`src/rtl/pe_inst_sequencer.sv`:
```
// Per-PE job sequencer: drives the PE Inst fields (dval/start/reset/stall), counts MAIN
// handshakes into passes and throttles the PE on free psum output-buffer credits.
module pe_inst_sequencer #(
  parameter int unsigned MAC_W  = 16,
  parameter int unsigned PASS_W = 8,
  parameter int unsigned CREDIT = 4
) (
  input  logic                        i_clk,
  input  logic                        i_rst,
  input  logic                        Job_rdy,
  output logic                        Job_ack,
  input  logic [MAC_W-1:0]            i_job_nmac,
  input  logic [PASS_W-1:0]           i_job_npass,
  input  logic                        i_main_fire,
  input  logic                        i_credit_ret,
  input  logic                        i_abort,
  output logic                        o_inst_dval,
  output logic                        o_inst_start,
  output logic                        o_inst_reset,
  output logic                        o_inst_stall,
  output logic                        o_pass_done,
  output logic [PASS_W-1:0]           o_pass_idx,
  output logic                        o_done,
  output logic                        o_aborted,
  output logic                        o_busy,
  output logic [$clog2(CREDIT+1)-1:0] o_credit
);

  localparam int unsigned CW = $clog2(CREDIT + 1);
  localparam logic [CW-1:0] CreditMax = CW'(CREDIT);

  localparam logic [2:0] StIdle  = 3'd0;
  localparam logic [2:0] StStart = 3'd1;
  localparam logic [2:0] StRun   = 3'd2;
  localparam logic [2:0] StStall = 3'd3;
  localparam logic [2:0] StFin   = 3'd4;

  logic [2:0]        state_q, state_d;
  logic [MAC_W-1:0]  mac_q, mac_d;
  logic [MAC_W-1:0]  nmac_q, nmac_d;
  logic [PASS_W-1:0] npass_q, npass_d;
  logic [PASS_W-1:0] idx_q, idx_d;
  logic [CW-1:0]     credit_q, credit_d;
  logic              job_ack_q, job_ack_d;
  logic              dval_q, dval_d;
  logic              start_q, start_d;
  logic              reset_q, reset_d;
  logic              stall_q, stall_d;
  logic              pass_done_q, pass_done_d;
  logic              done_q, done_d;
  logic              aborted_q, aborted_d;
  logic              busy_q, busy_d;

  logic last_mac;
  logic last_pass;
  logic pass_end;
  logic zero_job;
  logic abort_act;

  assign last_mac  = (mac_q == nmac_q - MAC_W'(1));
  assign last_pass = (idx_q == npass_q - PASS_W'(1));
  assign abort_act = i_abort && (state_q != StIdle);
  // Abort wins over a pass end landing in the same cycle.
  assign pass_end  = (state_q == StRun) && i_main_fire && last_mac && !i_abort;
  assign zero_job  = (i_job_nmac == '0) || (i_job_npass == '0);

  // Simultaneous consume and return cancel; a return at full credit is dropped.
  always_comb begin
    credit_d = credit_q;
    if (pass_end && !i_credit_ret) begin
      credit_d = credit_q - CW'(1);
    end else if (!pass_end && i_credit_ret && (credit_q != CreditMax)) begin
      credit_d = credit_q + CW'(1);
    end
  end

  always_comb begin
    state_d     = state_q;
    mac_d       = mac_q;
    nmac_d      = nmac_q;
    npass_d     = npass_q;
    idx_d       = idx_q;
    dval_d      = 1'b0;
    start_d     = 1'b0;
    reset_d     = 1'b0;
    stall_d     = 1'b0;
    pass_done_d = 1'b0;
    done_d      = 1'b0;
    aborted_d   = 1'b0;

    if (abort_act) begin
      state_d   = StIdle;
      mac_d     = '0;
      idx_d     = '0;
      dval_d    = 1'b1;
      reset_d   = 1'b1;
      aborted_d = 1'b1;
    end else begin
      case (state_q)
        StIdle: begin
          if (Job_rdy && job_ack_q) begin
            nmac_d  = i_job_nmac;
            npass_d = i_job_npass;
            mac_d   = '0;
            idx_d   = '0;
            if (zero_job) begin
              // Nothing to run: report completion without touching the PE controller.
              state_d = StFin;
              done_d  = 1'b1;
            end else begin
              state_d = StStart;
              dval_d  = 1'b1;
              start_d = 1'b1;
              reset_d = 1'b1;
            end
          end
        end
        StStart: begin
          if (credit_q != '0) begin
            state_d = StRun;
          end else begin
            state_d = StStall;
            dval_d  = 1'b1;
            stall_d = 1'b1;
          end
        end
        StRun: begin
          if (pass_end) begin
            mac_d       = '0;
            pass_done_d = 1'b1;
            if (last_pass) begin
              state_d = StFin;
              dval_d  = 1'b1;
              reset_d = 1'b1;
              done_d  = 1'b1;
            end else begin
              idx_d = idx_q + PASS_W'(1);
              if (credit_d == '0) begin
                state_d = StStall;
                dval_d  = 1'b1;
                stall_d = 1'b1;
              end
            end
          end else if (i_main_fire) begin
            mac_d = mac_q + MAC_W'(1);
          end
        end
        StStall: begin
          if (credit_q != '0) begin
            state_d = StRun;
            dval_d  = 1'b1;
          end
        end
        StFin: begin
          state_d = StIdle;
        end
        default: begin
          state_d = StIdle;
        end
      endcase
    end
  end

  assign job_ack_d = (state_d == StIdle);
  assign busy_d    = (state_d != StIdle);

  always_ff @(posedge i_clk or posedge i_rst) begin
    if (i_rst) begin
      state_q     <= StIdle;
      mac_q       <= '0;
      nmac_q      <= '0;
      npass_q     <= '0;
      idx_q       <= '0;
      credit_q    <= CreditMax;
      job_ack_q   <= 1'b1;
      dval_q      <= 1'b0;
      start_q     <= 1'b0;
      reset_q     <= 1'b0;
      stall_q     <= 1'b0;
      pass_done_q <= 1'b0;
      done_q      <= 1'b0;
      aborted_q   <= 1'b0;
      busy_q      <= 1'b0;
    end else begin
      state_q     <= state_d;
      mac_q       <= mac_d;
      nmac_q      <= nmac_d;
      npass_q     <= npass_d;
      idx_q       <= idx_d;
      credit_q    <= credit_d;
      job_ack_q   <= job_ack_d;
      dval_q      <= dval_d;
      start_q     <= start_d;
      reset_q     <= reset_d;
      stall_q     <= stall_d;
      pass_done_q <= pass_done_d;
      done_q      <= done_d;
      aborted_q   <= aborted_d;
      busy_q      <= busy_d;
    end
  end

  assign Job_ack      = job_ack_q;
  assign o_inst_dval  = dval_q;
  assign o_inst_start = start_q;
  assign o_inst_reset = reset_q;
  assign o_inst_stall = stall_q;
  assign o_pass_done  = pass_done_q;
  assign o_pass_idx   = idx_q;
  assign o_done       = done_q;
  assign o_aborted    = aborted_q;
  assign o_busy       = busy_q;
  assign o_credit     = credit_q;

  // RUN is only ever entered with a free slot, so it never sits there at zero credit.
  a_credit_bound: assert property (@(posedge i_clk) disable iff (i_rst) credit_q <= CreditMax);
  a_run_credit:   assert property (@(posedge i_clk) disable iff (i_rst)
                                   (state_q == StRun) |-> (credit_q != '0));

endmodule

```
`config.mk`:
```
export PLATFORM = sky130hd
export DESIGN_NAME = pe_inst_sequencer
export DESIGN_NICKNAME = d
export VERILOG_FILES = /design/src/rtl/pe_inst_sequencer.sv
export SDC_FILE = /design/constraint.sdc
export NUM_CORES = 1
export LEC_CHECK = 0
export BUFFER_PORTS_ARGS = -buffer_cell sky130_fd_sc_hd__buf_2
export CAP_MARGIN = 20
export CORE_AREA = 5 5 89 91
export CTS_CLUSTER_DIAMETER = 50
export DETAILED_ROUTE_END_ITERATION = 10
export DIE_AREA = 0 0 94 96
export PLACE_DENSITY = 0.85
export SLEW_MARGIN = 15
export SYNTH_ARGS = -nofsm -noshare
export SYNTH_HDL_FRONTEND = slang
export SYNTH_SLANG_ARGS = --single-unit
```
`constraint.sdc`:
```
create_clock -name i_clk -period 3.3 [get_ports i_clk]
set_input_delay 0 -clock i_clk [delete_from_list [all_inputs] [get_ports i_clk]]
set_output_delay 0 -clock i_clk [all_outputs]
set_load 0.01 [all_outputs]
```
# == Yosys cells after proc, flatten, opt, wreduce, memory -nomap -nowiden ==
# Index checks and enable logic that the tools add are counted.
# totals
reg_bits,63
input_bits,30
out_inout_bits,20
wordCells,104
# op_classes
add_sub_neg,6
n_eq_ne,10
muxes,48
bitwise_logic,1
reduce_logical,24
# op_table
operator,count
16-bit 2-to-1 mux,4
8-bit 2-to-1 mux,4
16-bit one-hot mux with 2 select lines,1
3-bit 2-to-1 mux,9
1-bit 2-to-1 mux,24
16-bit by 1-bit adder with 16-bit output (second input constant),1
16-bit == test,1
16-bit logical NOT,1
8-bit one-hot mux with 2 select lines,1
16-bit by 1-bit subtractor with 16-bit output (second input constant),1
3-bit inequality test (second input constant),4
3-bit one-hot mux with 4 select lines,1
3-bit nonzero test,4
3-bit logical NOT,3
8-bit by 1-bit adder with 8-bit output (second input constant),1
8-bit == test,1
1-bit logical AND,8
8-bit logical NOT,1
8-bit by 1-bit subtractor with 8-bit output (second input constant),1
3-bit by 2-bit == test with 1-bit output (second input constant),2
1-bit one-hot mux with 2 select lines,3
3-bit AND reduction,2
4-bit inequality test (second input constant),1
1-bit one-hot mux with 4 select lines,1
other kinds (7),9

# == Logic depth before layout (Yosys ltp) ==
# depth
ltp_word,16
mapped_depth,11
ltp_nobuf,10

# == Worst setup path before layout ==
# No wires, ideal clock.
# synth_path
path_type,reg-to-reg
start,reg nmac_q[0]
end,"reg stall_q, in the netlist o_inst_stall"
setup_ns,0.142
arrival_time_ns,2.565
required_ns,3.158
slack_ns,0.593
stages_incl_launch_ff,11
n_path_buf,0
period_less_slack_ns,2.707
path_cell_list,dfrtp_1 inv_1 ha_1 nor3b_2 and2_4 or4b_4 o211ai_4 and4bb_4 nor4b_2 o32ai_2 o32ai_1
# synth_via
elab_chain_len,15
elab_cells_between_ends,16
cone_classes,1 x add/sub; 1 x eq/ne; 7 x mux; 7 x reduce/logical
# synth_lines
element,line_no,source
start: declaration,40,"logic [MAC_W-1:0] nmac_q, nmac_d;"
start signal: assignment,187,nmac_q <= nmac_d;
16-bit by 1-bit subtractor with 16-bit output (*),60,assign last_mac = (mac_q == nmac_q - MAC_W'(1));
16-bit == test (*),60,
1-bit logical AND (*) (2 in series),64,assign pass_end = (state_q == StRun) && i_main_fire && last_mac && !i_abort;
1-bit logical NOT,72,end else if (!pass_end && i_credit_ret && (credit_q != CreditMax)) begin
1-bit logical AND (2 in series),72,
3-bit 2-to-1 mux,72,
3-bit 2-to-1 mux,70,if (pass_end && !i_credit_ret) begin
3-bit logical NOT,138,if (credit_d == '0) begin
1-bit 2-to-1 mux,138,
1-bit 2-to-1 mux,131,if (last_pass) begin
1-bit 2-to-1 mux (*),128,if (pass_end) begin
1-bit one-hot mux with 2 select lines (*),99,case (state_q)
1-bit 2-to-1 mux (*),91,if (abort_act) begin
named net stall_d,48,"logic stall_q, stall_d;"
end signal: assignment,195,stall_q <= stall_d;
end: declaration,48,
# Mark *: on every way through the listed nets, which the timed path passes. The rest lies on a longest branch.
# A chain may end at the register's enable or synchronous reset.

# == Worst setup path in the final report ==
# layout_path
start,reg nmac_q[0]
end,reg mac_q[0]
# layout_via
elab_chain_len,7
elab_cells_between_ends,9
cone_classes,1 x add/sub; 2 x eq/ne; 3 x mux; 3 x reduce/logical
# layout_lines
element,line_no,source
16-bit by 1-bit subtractor with 16-bit output (*),60,
16-bit == test (*),60,
1-bit logical AND (*) (2 in series),64,
16-bit 2-to-1 mux,128,
16-bit one-hot mux with 2 select lines,99,
16-bit 2-to-1 mux,91,
end signal: assignment,186,mac_q <= mac_d;
end: declaration,39,"logic [MAC_W-1:0] mac_q, mac_d;"
# Mark *: on every way between the ends. The rest lies on a longest branch, timed or not.

==> impl_metrics.json <==
{
  "hold_viol": 0,
  "grt_pass1_wl_um": 16900,
  "drt_iter0_drc": 228,
  "final_cell_mix": "dfrtp_1, buf_2, nand2_1",
  "cellPowerDensity_nw_per_um2": 769,
  "crit_required_ps": 3520,
  "firstDrtPassIters": 4,
  "wirelength_um": 10200,
  "vias": 3528,
  "dpl_worst_slack_ps": 151,
  "drc": 0,
  "cts_tree": "done",
  "p_leak_nw": 2.18,
  "globalplace.congestion": 0.877,
  "setup_slack_ps": 223,
  "startpoint_type": "register",
  "skew_ps": 12.8,
  "synth.largest_area_cell": "dfrtp_1",
  "dp_hpwl_um": 7070,
  "drv_cap": 0,
  "fin_crit_ps": 3080,
  "clk_pin_slew_ps": 70,
  "rsz0062_at_grt": "false",
  "area_delta_synth_final_pct": 20.2,
  "yosysWarnings": 0,
  "max_stage_delay_ps": 460,
  "status": "complete, no violations",
  "die_height_um": 96,
  "seq_area_frac_synth_pct": 39.3,
  "synth_nets": 443,
  "h-tree-depth": 3,
  "path_max_fanout": 13,
  "fin_setup_tns_ps": 0,
  "numCtsBuffers": 9,
  "num_antenna_cells": 0,
  "top_level_ports": 50,
  "antenna_found_initial": 0,
  "synth_edf_count": 0,
  "die_area_sq_um": 9020,
  "synth_top_area_share_pct": 38.0,
  "crit_arrival_ps": 3300,
  "synth_cells": 406,
  "synthArstFlopShare_pct": 100,
  "postRouteAntennaNets": 0,
  "port_buffers": 49,
  "grt_use_total_pct": 24.1,
  "worstMarginPinSlew_ps": 864,
  "drive_gt1_share_pct": 25.1,
  "insertion_delay_ps": 350,
  "grt-ovfl-total": 0,
  "rows": 31,
  "min_path_type": "in -> reg",
  "clock-sinks": 63,
  "synth_area_sq_um": 4020,
  "clockBufferDepth": 2,
  "design.core.area_sq_um": 7060,
  "yosys_most_used_dff": "dfrtp_1",
  "relSlewSlack_pct": 42.3,
  "layout.nets": 518,
  "critPathSlowestCell": "nor4_1",
  "vdd_drop_max_mv": 0.346,
  "setup_viol": 0,
  "fin_crit_sh_pct": 93.3,
  "yosysUniqueCellTypes": 71,
  "grt_pass1_vias": 3589,
  "synth_area_leaders": "dfrtp_1, mux2_2, xnor2_1, xor2_1, nand2_1",
  "grt_max_degree": 41,
  "cts-root-buf": "clkbuf_8",
  "via_per_inst": 6.03,
  "worstPathCellList": "inv_1 -> ha_1 -> nor3b_4 -> nand4_1 -> nor4_1 -> nor3_2 -> nand4bb_4 -> nand2_2 -> nor2_4 -> mux2_2",
  "syn_avg_cell_area_sq_um": 9.90,
  "die_w_um": 94,
  "ys_ff_latch": 63,
  "start_util_pct": 56.9,
  "wire_per_inst_um": 17.4,
  "path_class": "reg -> reg",
  "fmax_ghz": 0.325,
  "slew_violations": 0,
  "cp-end-kind": "register",
  "final_common_cell": "dfrtp_1"
}
-- layout make-up --
type,instances,area [sq um]
repair buffers,79,536
inverters,19,71.3
well taps,99,124
clock buffers,13,159
flip-flops and latches,63,1580
multi-input cells,309,2300
clock inverters,3,65.1
fillers,540,2230
-- what timing repair did --
| action | CTS | global route |
|---|---|---|
| hold buffers | 26 | 0 |
| endpoints found under the setup margin | 0 | 17 |
| buffers inserted | 0 | 0 |
| hold endpoints to repair | 62 | 0 |
| resized for setup | 0 | 5 |
-- flip-flops by register name, indices dropped and copies added (netlist names), 3 cells and up --
register    flops
o_credit        3
mac_q          16
npass_q         8
state_q         3
o_pass_idx      8
nmac_q         16
-- metal layers --
layer | track usage [%] | part of all wire [%] | up-vias
met2 | 42.3 | 50 | 102
met4 | 13.5 | 4.5 | 0
met3 | 4.69 | 4.2 | 37
met1 | 27.4 | 41 | 1752
met5 | 0 | 0 | -
li1 | - | - | 1637
-- report_power, final --
group	internal [mW]	switching, mW	total (mW)
sequential	1.00	0.336	1.34
combinational	0.731	0.881	1.61
clock	0.466	0.296	0.762
total	2.20	1.51	3.71
-- cell families after synthesis --
kind of cell,Yosys count,synth area share [%]
compound gates,72,13.7
xor+xnor,38,8.28
fa+ha+maj,7,2.18
buf+inv,34,4.23
flops,63,39.3
mux,29,7.91
simple gates,163,24.4
-- worst max-delay path, delay by kind of cell, from the launching register on --
| kind | cells | cell delay [ps] |
|---|---|---|
| buf+inv | 1 | 110 |
| simple gates | 7 | 1900 |
| flops | 1 | 450 |
| mux | 1 | 290 |
| fa+ha+maj | 1 | 210 |
-- stage by stage --
step                      power [mW]  instances  cell area [sq um]  hold slack [ps]  util, %
after CTS                       3.66        585               4800             32.6     68.0
after global routing            3.94        585               4830             54.9     68.4
after floorplan                 2.50        406               4020             70.8        -
after detailed placement        2.87        543               4320              212     61.2
final                           3.71        585               4830             42.8     68.4
after global placement          2.80        543               4320              201     61.2
-- synthesized netlist by cell type (3+ instances only) --
master,n
dfrtp_1,61
nand2_1,32
mux2_2,22
nor2_1,21
xnor2_1,21
inv_1,19
o21ai_0,17
xor2_1,17
nand3_1,15
nor4_1,15
nor3_1,14
a21oi_1,12
nand4_1,11
and3_1,10
nor2b_1,9
clkbuf_1,8
ha_1,7
mux2i_1,7
a22o_1,6
or3_1,6
a31oi_1,5
a211oi_1,4
buf_6,4
nand3b_1,3
nor3_2,3
o2bb2ai_1,3
o311a_1,3
-- final timing paths --
check,from,end,slack [ps],cells past startpoint
setup reg to reg,nmac_q[0],mac_q[0],220,10
hold reg to reg,nmac_q[15],nmac_q[15],540,1
min in group asynchronous,i_rst,npass_q[7],370,3
hold / removal,i_credit_ret,o_credit[0],40,3
setup / recovery,nmac_q[0],mac_q[0],220,10
max in group asynchronous,i_rst,nmac_q[9],2090,4
Power figures use the tool's default switching activity.
